`config.mk`:
```
export PLATFORM = sky130hd
export DESIGN_NAME = rect_finder
export DESIGN_NICKNAME = d
export VERILOG_FILES = /design/src/rtl/rect_pkg.sv /design/src/rtl/rect_cand_rom.sv /design/src/rtl/rect_finder.sv
export SDC_FILE = /design/constraint.sdc
export NUM_CORES = 1
export LEC_CHECK = 0
export BUFFER_PORTS_ARGS = -buffer_cell sky130_fd_sc_hd__buf_4
export CORE_MARGIN = 4
export CORE_UTILIZATION = 52
export CTS_CLUSTER_SIZE = 25
export DETAILED_ROUTE_END_ITERATION = 10
export PLACE_DENSITY = 0.82
export SYNTH_ARGS = -nofsm -noshare
export SYNTH_HDL_FRONTEND = slang
export SYNTH_SLANG_ARGS = --single-unit
export TNS_END_PERCENT = 5
```
`constraint.sdc`:
```
create_clock -name clk -period 4.5 [get_ports clk]
set_clock_uncertainty 0.1 [all_clocks]
set_input_delay 0.225 -clock clk [delete_from_list [all_inputs] [get_ports clk]]
set_output_delay 0.225 -clock clk [all_outputs]
set_load 0.005 [all_outputs]
```
`src/rtl/rect_pkg.sv`:
```
// rtl/rect_pkg.sv - shared constants, state encoding and lookup helpers for rect_finder
package rect_pkg;

    localparam int ROWS  = 4;
    localparam int COLS  = 4;
    localparam int NCAND = 36;

    typedef enum logic [1:0] {
        ST_IDLE,
        ST_SCAN,
        ST_EMIT,
        ST_DONE
    } state_t;

    typedef struct packed {
        logic [1:0] lo;
        logic [1:0] hi;
    } pair_t;

    // Column-major packing with (0,0) in the MSB, matching the flip block.
    function automatic logic [3:0] bit_index(input logic [1:0] r, input logic [1:0] c);
        return 4'(15 - (int'(c) * ROWS + int'(r)));
    endfunction

    function automatic pair_t pair_of(input logic [2:0] p);
        pair_t pr;
        case (p)
            3'd0:    pr = '{lo: 2'd0, hi: 2'd1};
            3'd1:    pr = '{lo: 2'd0, hi: 2'd2};
            3'd2:    pr = '{lo: 2'd0, hi: 2'd3};
            3'd3:    pr = '{lo: 2'd1, hi: 2'd2};
            3'd4:    pr = '{lo: 2'd1, hi: 2'd3};
            3'd5:    pr = '{lo: 2'd2, hi: 2'd3};
            default: pr = '{lo: 2'd0, hi: 2'd0};
        endcase
        return pr;
    endfunction

endpackage

```
`src/rtl/rect_cand_rom.sv`:
```
// rtl/rect_cand_rom.sv - maps candidate index (row pair * 6 + column pair) to rectangle corners
module rect_cand_rom
    import rect_pkg::*;
(
    input  logic [5:0] idx,
    output logic [1:0] r1,
    output logic [1:0] r2,
    output logic [1:0] c1,
    output logic [1:0] c2
);

    logic [2:0] rp;
    logic [2:0] cp;
    pair_t      rpair;
    pair_t      cpair;

    always_comb begin
        rp    = 3'(idx / 6'd6);
        cp    = 3'(idx % 6'd6);
        rpair = pair_of(rp);
        cpair = pair_of(cp);
        r1    = rpair.lo;
        r2    = rpair.hi;
        c1    = cpair.lo;
        c2    = cpair.hi;
    end

endmodule

```
`src/rtl/rect_finder.sv`:
```
// rtl/rect_finder.sv - scans a 4x4 binary matrix and streams every sum-preserving flip rectangle
module rect_finder
    import rect_pkg::*;
(
    input  logic        clk,
    input  logic        rst,
    input  logic        m_valid,
    output logic        m_ready,
    input  logic [15:0] m_in,
    output logic        o_valid,
    input  logic        o_ready,
    output logic [1:0]  o_r1,
    output logic [1:0]  o_r2,
    output logic [1:0]  o_c1,
    output logic [1:0]  o_c2,
    output logic        o_done,
    output logic [5:0]  o_count
);

    state_t      state_q, state_d;
    logic [5:0]  idx_q, idx_d;
    logic [5:0]  count_q, count_d;
    logic [15:0] mat_q, mat_d;
    logic [1:0]  r1_q, r1_d, r2_q, r2_d, c1_q, c1_d, c2_q, c2_d;

    logic [1:0]  cand_r1, cand_r2, cand_c1, cand_c2;
    logic        a_bit, b_bit, d_bit, e_bit;
    logic        match;
    logic        last;

    rect_cand_rom u_rom (
        .idx (idx_q),
        .r1  (cand_r1),
        .r2  (cand_r2),
        .c1  (cand_c1),
        .c2  (cand_c2)
    );

    // Alternating corners: diagonal pair equal, anti-diagonal pair equal, and the two differ.
    always_comb begin
        a_bit = mat_q[bit_index(cand_r1, cand_c1)];
        d_bit = mat_q[bit_index(cand_r2, cand_c2)];
        b_bit = mat_q[bit_index(cand_r1, cand_c2)];
        e_bit = mat_q[bit_index(cand_r2, cand_c1)];
        match = (a_bit == d_bit) && (b_bit == e_bit) && (a_bit != b_bit);
        last  = (idx_q == 6'(NCAND - 1));
    end

    always_comb begin
        state_d = state_q;
        idx_d   = idx_q;
        count_d = count_q;
        mat_d   = mat_q;
        r1_d    = r1_q;
        r2_d    = r2_q;
        c1_d    = c1_q;
        c2_d    = c2_q;
        case (state_q)
            ST_IDLE: begin
                if (m_valid) begin
                    mat_d   = m_in;
                    idx_d   = '0;
                    count_d = '0;
                    state_d = ST_SCAN;
                end
            end
            ST_SCAN: begin
                if (match) begin
                    r1_d    = cand_r1;
                    r2_d    = cand_r2;
                    c1_d    = cand_c1;
                    c2_d    = cand_c2;
                    count_d = count_q + 6'd1;
                    state_d = ST_EMIT;
                end else if (last) begin
                    {r1_d, r2_d, c1_d, c2_d} = '0;
                    state_d = ST_DONE;
                end else begin
                    idx_d = idx_q + 6'd1;
                end
            end
            ST_EMIT: begin
                if (o_ready) begin
                    if (last) begin
                        {r1_d, r2_d, c1_d, c2_d} = '0;
                        state_d = ST_DONE;
                    end else begin
                        idx_d   = idx_q + 6'd1;
                        state_d = ST_SCAN;
                    end
                end
            end
            ST_DONE: begin
                if (o_ready) begin
                    state_d = ST_IDLE;
                end
            end
            default: state_d = ST_IDLE;
        endcase
    end

    always_ff @(posedge clk) begin
        if (rst) begin
            state_q <= ST_IDLE;
            idx_q   <= '0;
            count_q <= '0;
            mat_q   <= '0;
            r1_q    <= '0;
            r2_q    <= '0;
            c1_q    <= '0;
            c2_q    <= '0;
        end else begin
            state_q <= state_d;
            idx_q   <= idx_d;
            count_q <= count_d;
            mat_q   <= mat_d;
            r1_q    <= r1_d;
            r2_q    <= r2_d;
            c1_q    <= c1_d;
            c2_q    <= c2_d;
        end
    end

    // Handshake outputs are decoded straight from the state register so they stay glitch-free.
    assign m_ready = (state_q == ST_IDLE);
    assign o_valid = (state_q == ST_EMIT) || (state_q == ST_DONE);
    assign o_done  = (state_q == ST_DONE);
    assign o_r1    = r1_q;
    assign o_r2    = r2_q;
    assign o_c1    = c1_q;
    assign o_c2    = c2_q;
    assign o_count = count_q;

endmodule
```
Yosys cells after proc, flatten, opt, wreduce, memory -nomap -nowiden
Cells that the tools add are included.

storage, ports and cells
  flip-flop bits (word level) = 38
  logic and storage cells = 101
  output and inout port bits = 17

operators by class
  muxes and demuxes = 40
  $add $sub $neg = 10
  equality and inequality tests = 23
  $lt $le $gt $ge = 4
  div/mod/pow operators = 2
  reductions and logical operators = 14

operator list
  operator                                              number
  case mux 4 bit (6 select lines)                       2
  2-to-1 mux 2 bit                                      18
  2-to-1 mux 6 bit                                      5
  < comparator 4 x 5 -> 1 bit, second input constant    4
  case mux 6 bit (3 select lines)                       1
  adder 4 x 2 -> 4 bit                                  4
  binary-select mux 1 bit (select 4 bit)                4
  case mux 2 bit (2 select lines)                       4
  subtractor 4 bit, first input constant                4
  adder 6 x 1 -> 6 bit, second input constant           2
  == test 3 x 2 -> 1 bit, second input constant         4
  == test 3 bit, second input constant                  4
  case mux 6 bit (2 select lines)                       1
  != test 2 bit, second input constant                  5
  case mux 2 bit (4 select lines)                       1
  AND reduction 4 bit                                   2
  divider 6 x 3 -> 6 bit, second input constant         1
  == test 3 x 1 -> 1 bit, second input constant         2
  == test 6 bit, second input constant                  1
  zero test 3 bit                                       2
  remainder unit 6 x 3 -> 6 bit, second input constant  1
  == test 2 bit, second input constant                  2
  2-to-1 mux 1 bit                                      4
  AND reduction 2 bit                                   2
  other kinds (10)                                      13

Depth between registers and ports, before layout
  depth in word-level cells = 12
  depth in mapped cells = 17

Modules after synthesis
Synthesis repeated with hierarchy kept, for this count alone.

unflattened totals
  cells, all modules = 348
  area total of the unflattened synthesis = 2736.4 um^2

modules (own cells, without submodules)
  module         area an instance (um^2)  cells an instance  sequential area each (um^2)  instances
  rect_finder    2243.4                   273                760.7                        1
  rect_cand_rom  493.0                    75                 0.0                          1

Worst setup path after synthesis
Ideal clock, no wire load.

  path type = register -> register
  from = reg idx_q[4]
  to = reg idx_q[5]
  data arrival time = 3.958 ns
  buffers on the path = 3
  period minus slack after synthesis = 4.154 ns
  data required time = 4.304 ns
  cell stages (with the launch flop) = 17
  setup slack = 0.346 ns
  cell sequence = dfxtp_1 > buf_2 > nand3b_1 > o21ai_0 > o21bai_1 > ha_1 > or4_1 > buf_2 > mux2_4 > mux2_2 > mux2_4 > mux2i_4 > or4_1 > buf_6 > a21oi_4 > or4b_4 > o41ai_2

on the way
  cells in the longest elaborated chain, start to end = 12

RTL lines
  item                                                                            RTL line                                  source
  from (decl)                                                                     rect_finder.sv:21                         logic [5:0] idx_q, idx_d;
  from (signal assigned)                                                          rect_finder.sv:114                        idx_q <= idx_d;
  divider 6 x 3 -> 6 bit / remainder unit 6 x 3 -> 6 bit (equally long branches)  rect_cand_rom.sv:18, rect_cand_rom.sv:19
  == test 3 bit, or another cell as far along                                     rect_pkg.sv:27                            case (p)
  case mux 4 bit (6 select lines)                                                 rect_pkg.sv:27
  adder 4 x 2 -> 4 bit                                                            rect_pkg.sv:22                            return 4'(15 - (int'(c) * ROWS + int'(r)));
  subtractor 4 bit                                                                rect_pkg.sv:22
  binary-select mux 1 bit (select 4 bit), on equally long branches                -
  2-to-1 mux 1 bit, on equally long branches                                      -
  == test 1 bit                                                                   rect_finder.sv:45                         match = (a_bit == d_bit) && (b_bit == e_bit) && (a_bit != b_bit);
  logical AND 1 bit (2 in a row)                                                  rect_finder.sv:45
  != test 2 bit (no line)                                                         -
  AND reduction 4 bit (no line)                                                   -

Several ways; a longest one is shown, not always the timed one. The select of a mux whose other input is x is not followed.
A chain may end at the register's enable or synchronous reset.

Worst setup path after layout
  from = reg idx_q[4]
  to = reg r2_q[1], in the netlist o_r2[1]

on the way
  cells in the longest elaborated chain, start to end = 12

RTL lines
  item                                                                            RTL line                                  source
  divider 6 x 3 -> 6 bit / remainder unit 6 x 3 -> 6 bit (equally long branches)  rect_cand_rom.sv:18, rect_cand_rom.sv:19
  == test 3 bit, or another cell as far along                                     rect_pkg.sv:27
  case mux 4 bit (6 select lines)                                                 rect_pkg.sv:27
  adder 4 x 2 -> 4 bit                                                            rect_pkg.sv:22
  subtractor 4 bit                                                                rect_pkg.sv:22
  binary-select mux 1 bit (select 4 bit), on equally long branches                -
  2-to-1 mux 1 bit, on equally long branches                                      -
  == test 1 bit                                                                   rect_finder.sv:45
  logical AND 1 bit (2 in a row)                                                  rect_finder.sv:45
  2-to-1 mux 2 bit                                                                rect_finder.sv:68                         if (match) begin
  case mux 2 bit (2 select lines) (*)                                             rect_finder.sv:58                         case (state_q)
  to (signal assigned)                                                            rect_finder.sv:118                        r2_q <= r2_d;
  to (decl)                                                                       rect_finder.sv:24                         logic [1:0] r1_q, r1_d, r2_q, r2_d, c1_q, c1_d, c2_q, c2_d;

Mark *: on every way between the ends. The rest lies on a longest branch, timed or not. The select of a mux whose other input is x is not followed.

==> impl_metrics.env <==
export IMPL_status="complete, no violations"
export IMPL_period_minus_slack_ps=4270
export IMPL_h_tree_depth=2
export IMPL_ys_dominant_reg_cell="dfxtp_1"
export IMPL_final_max_slew_viol_count=0
export IMPL_drt_iter0_drc=201
export IMPL_fin_crit_sh=0.948
export IMPL_cts_tree="yes"
export IMPL_finalNetCount=383
export IMPL_internal_power_uw=679
export IMPL_ys_seq_area_frac=0.282
export IMPL_die_area_um2=6410
export IMPL_worstPathCellList="nand3b_1, o21ai_0, o21bai_1, ha_1, or4_1, mux2_2, mux2i_1, a211o_1, o221ai_1, or4_4, a31oi_1, a311oi_4, a22o_1"
export IMPL_drc=0
export IMPL_coreArea_um2=4880
export IMPL_synth_seq_cells=38
export IMPL_drt_vias_per_instance=5.96
export IMPL_yosys_warnings=0
export IMPL_initial_utilization=0.553
export IMPL_p_sw_frac=0.385
export IMPL_finish_utilization=0.647
export IMPL_cap_violations=0
export IMPL_crit_type="flop to flop"
export IMPL_comb_power_share=0.401
export IMPL_syn_to_final_growth_pct=16.9
export IMPL_pin_count=37
export IMPL_hold_buffers=0
export IMPL_path_max_fanout=11
export IMPL_grt_max_degree=32
export IMPL_hold_class="primary input to flop"
export IMPL_synth_edf_count=0
export IMPL_fin_ws_ps=234
export IMPL_tightest_slew_ps=836
export IMPL_cellPowerDensity_nw_per_um2=350
export IMPL_rsz0062_at_grt="false"
export IMPL_diodes=0
export IMPL_leakage_uw=0.00125
export IMPL_syn_num_nets=350
export IMPL_io_buffers=36
export IMPL_numCtsBuffers=5
export IMPL_ys_async_sr_fraction=0
export IMPL_slowest_delay_ps=670
export IMPL_routabilityCongestion=0.979
export IMPL_p_switching_uw=425
export IMPL_die_w_um=80.1
export IMPL_seqPwrFrac=0.368
export IMPL_arrival_ps=4350
export IMPL_rows=25
export IMPL_hold_ws_ps=71.2
export IMPL_end_kind="flop"
export IMPL_wirelength_um=6550
export IMPL_cp_required_ps=4580
export IMPL_drt_pass1_iter_count=5
export IMPL_synth_area_per_cell_um2=8.41
export IMPL_cp_start_kind="flop"
export IMPL_clock_path_buffers=2
export IMPL_clock_sinks=38
export IMPL_slew_headroom=0.434
export IMPL_netlist_area_um2=2700
export IMPL_hpwlAfterDp_um=4760
export IMPL_finalSetupViolCount=0
export IMPL_place_worst_setup_slack_ps=76.6
export IMPL_finalSetupTns_ps=0
export IMPL_layout_drive_gt1_share=0.228
export IMPL_clk_pin_slew_ps=80
export IMPL_wl_per_cell_um=15.5
export IMPL_grt_pass1_wl_um=11000
export IMPL_fmax_ghz=0.234
export IMPL_die_h_um=80.1
export IMPL_p_total_uw=1100
export IMPL_clkPwrFrac=0.231
export IMPL_crit_slowest_cell="or4_1"
export IMPL_gr_usage_all_layers=0.212
export IMPL_vias=2514
export IMPL_antenna_left=0
export IMPL_grt_pass1_vias=2322
export IMPL_synth_distinct_cells=68
export IMPL_insertion_delay_ps=300
export IMPL_syn_inst=321
export IMPL_antenna_found_initial=0
export IMPL_irDropWorstVdd_uv=223
export IMPL_hold_violations=0
export IMPL_overflow=0
export IMPL_cts_root_buf="clkbuf_8"
==> worst paths after layout <==
| check | start | to | slack (ps) | cells after the start |
|---|---|---|---|---|
| worst max-delay path | idx_q[4]$_SDFFE_PP0P_ | o_r2[1]$_SDFFE_PP0P_ | 230 | 13 |
| worst min-delay path | m_in[7] | mat_q[7]$_SDFFE_PP0P_ | 70 | 3 |
| worst max register to register | idx_q[4]$_SDFFE_PP0P_ | o_r2[1]$_SDFFE_PP0P_ | 230 | 13 |
| worst min register to register | mat_q[8]$_SDFFE_PP0P_ | mat_q[8]$_SDFFE_PP0P_ | 360 | 2 |
==> critical path, delay by kind of cell (launching register included) <==
kind / cells / cell delay, ps
multiplexers: 2 / 530
adder cells (fa/ha/maj): 1 / 190
flip-flops: 1 / 550
AND/OR/NAND/NOR: 3 / 1520
AO/OA/AOI/OAI: 7 / 1250
==> cell usage in the layout (no fill, tap or decap), types with 4 or more instances in the layout <==
| cell | count |
|---|---|
| nand2_1 | 50 |
| buf_4 | 46 |
| dfxtp_1 | 38 |
| a21oi_1 | 25 |
| nor2_1 | 19 |
| inv_1 | 14 |
| nor2b_1 | 10 |
| mux2i_1 | 9 |
| ha_1 | 9 |
| a22o_1 | 8 |
| nand3_1 | 8 |
| o21ai_0 | 7 |
| nand2b_1 | 7 |
| a211oi_1 | 6 |
| mux2_2 | 6 |
| clkbuf_8 | 6 |
| xnor2_1 | 5 |
| a22oi_1 | 4 |
==> metal layers <==
layer / vias up / routed length, um / global-route usage
met3: 14 / 365 / 0.0348
li1: 1250 / - / -
met5: - / 0 / 0
met4: 0 / 132 / 0.0777
met2: 85 / 3070 / 0.339
met1: 1165 / 2980 / 0.287
==> power by group through the flow <==
| stage | Sequential [uW] | Clock [uW] | Combinational (uW) |
|---|---|---|---|
| after floorplan | 405 | 0 | 326 |
| after global placement | 411 | 0 | 416 |
| after detailed placement | 414 | 0 | 424 |
| after CTS | 406 | 258 | 430 |
| after global routing | 410 | 273 | 488 |
| final | 406 | 255 | 442 |
==> repair_timing <==
action,4_1_cts,5_1_grt
buffers inserted,0,1
setup endpoints to repair,0,16
gates resized for setup,0,4
==> area by class of cell <==
type	instances	area (um^2)
Multi-Input combinational cell	249	1820
Fill cell	421	1720
Sequential cell	38	761
Timing Repair Buffer	46	345
Tap cell	67	83.8
Clock buffer	6	82.6
Inverter	14	52.6
Clock inverter	2	16.3
==> cells in the mapped netlist, drive strengths merged, types with 4 or more instances <==
master,n,share of area
or4,4,0.011
a21oi,27,0.056
xnor2,5,0.016
dfxtp,38,0.28
nand2b,8,0.021
a211oi,7,0.021
mux2,9,0.040
a22oi,4,0.011
mux2i,10,0.042
inv,14,0.019
clkbuf,8,0.011
a22o,8,0.026
o21ai,7,0.013
nor2,19,0.026
nor2b,10,0.023
buf,12,0.026
ha,9,0.042
nand2,50,0.070
nand3,8,0.015
==> stage by stage <==
| step | cell area [um^2] | std cells |
|---|---|---|
| after global placement | 3020 | 413 |
| after detailed placement | 3020 | 413 |
| after global routing | 3160 | 422 |
| after CTS | 3120 | 421 |
| after floorplan | 2700 | 321 |
| final | 3160 | 422 |
==> registers in the layout, indices dropped and copies added, names as in the netlist <==
signal / cells
state_q: 2
idx_q: 6
o_r1: 2
o_r2: 2
o_c2: 2
mat_q: 16
o_c1: 2
o_count: 6
==> cells by family (layout without fill, tap and decap cells) <==
group	after synthesis	after routing	synth area share
xor+xnor	5	5	0.0162
mux	22	22	0.107
fa+ha+maj	9	9	0.0417
compound gates	90	90	0.264
flops	38	38	0.282
buf+inv	34	68	0.0570
simple gates	123	123	0.232
Note: power is estimated with default switching activity, not from simulation.
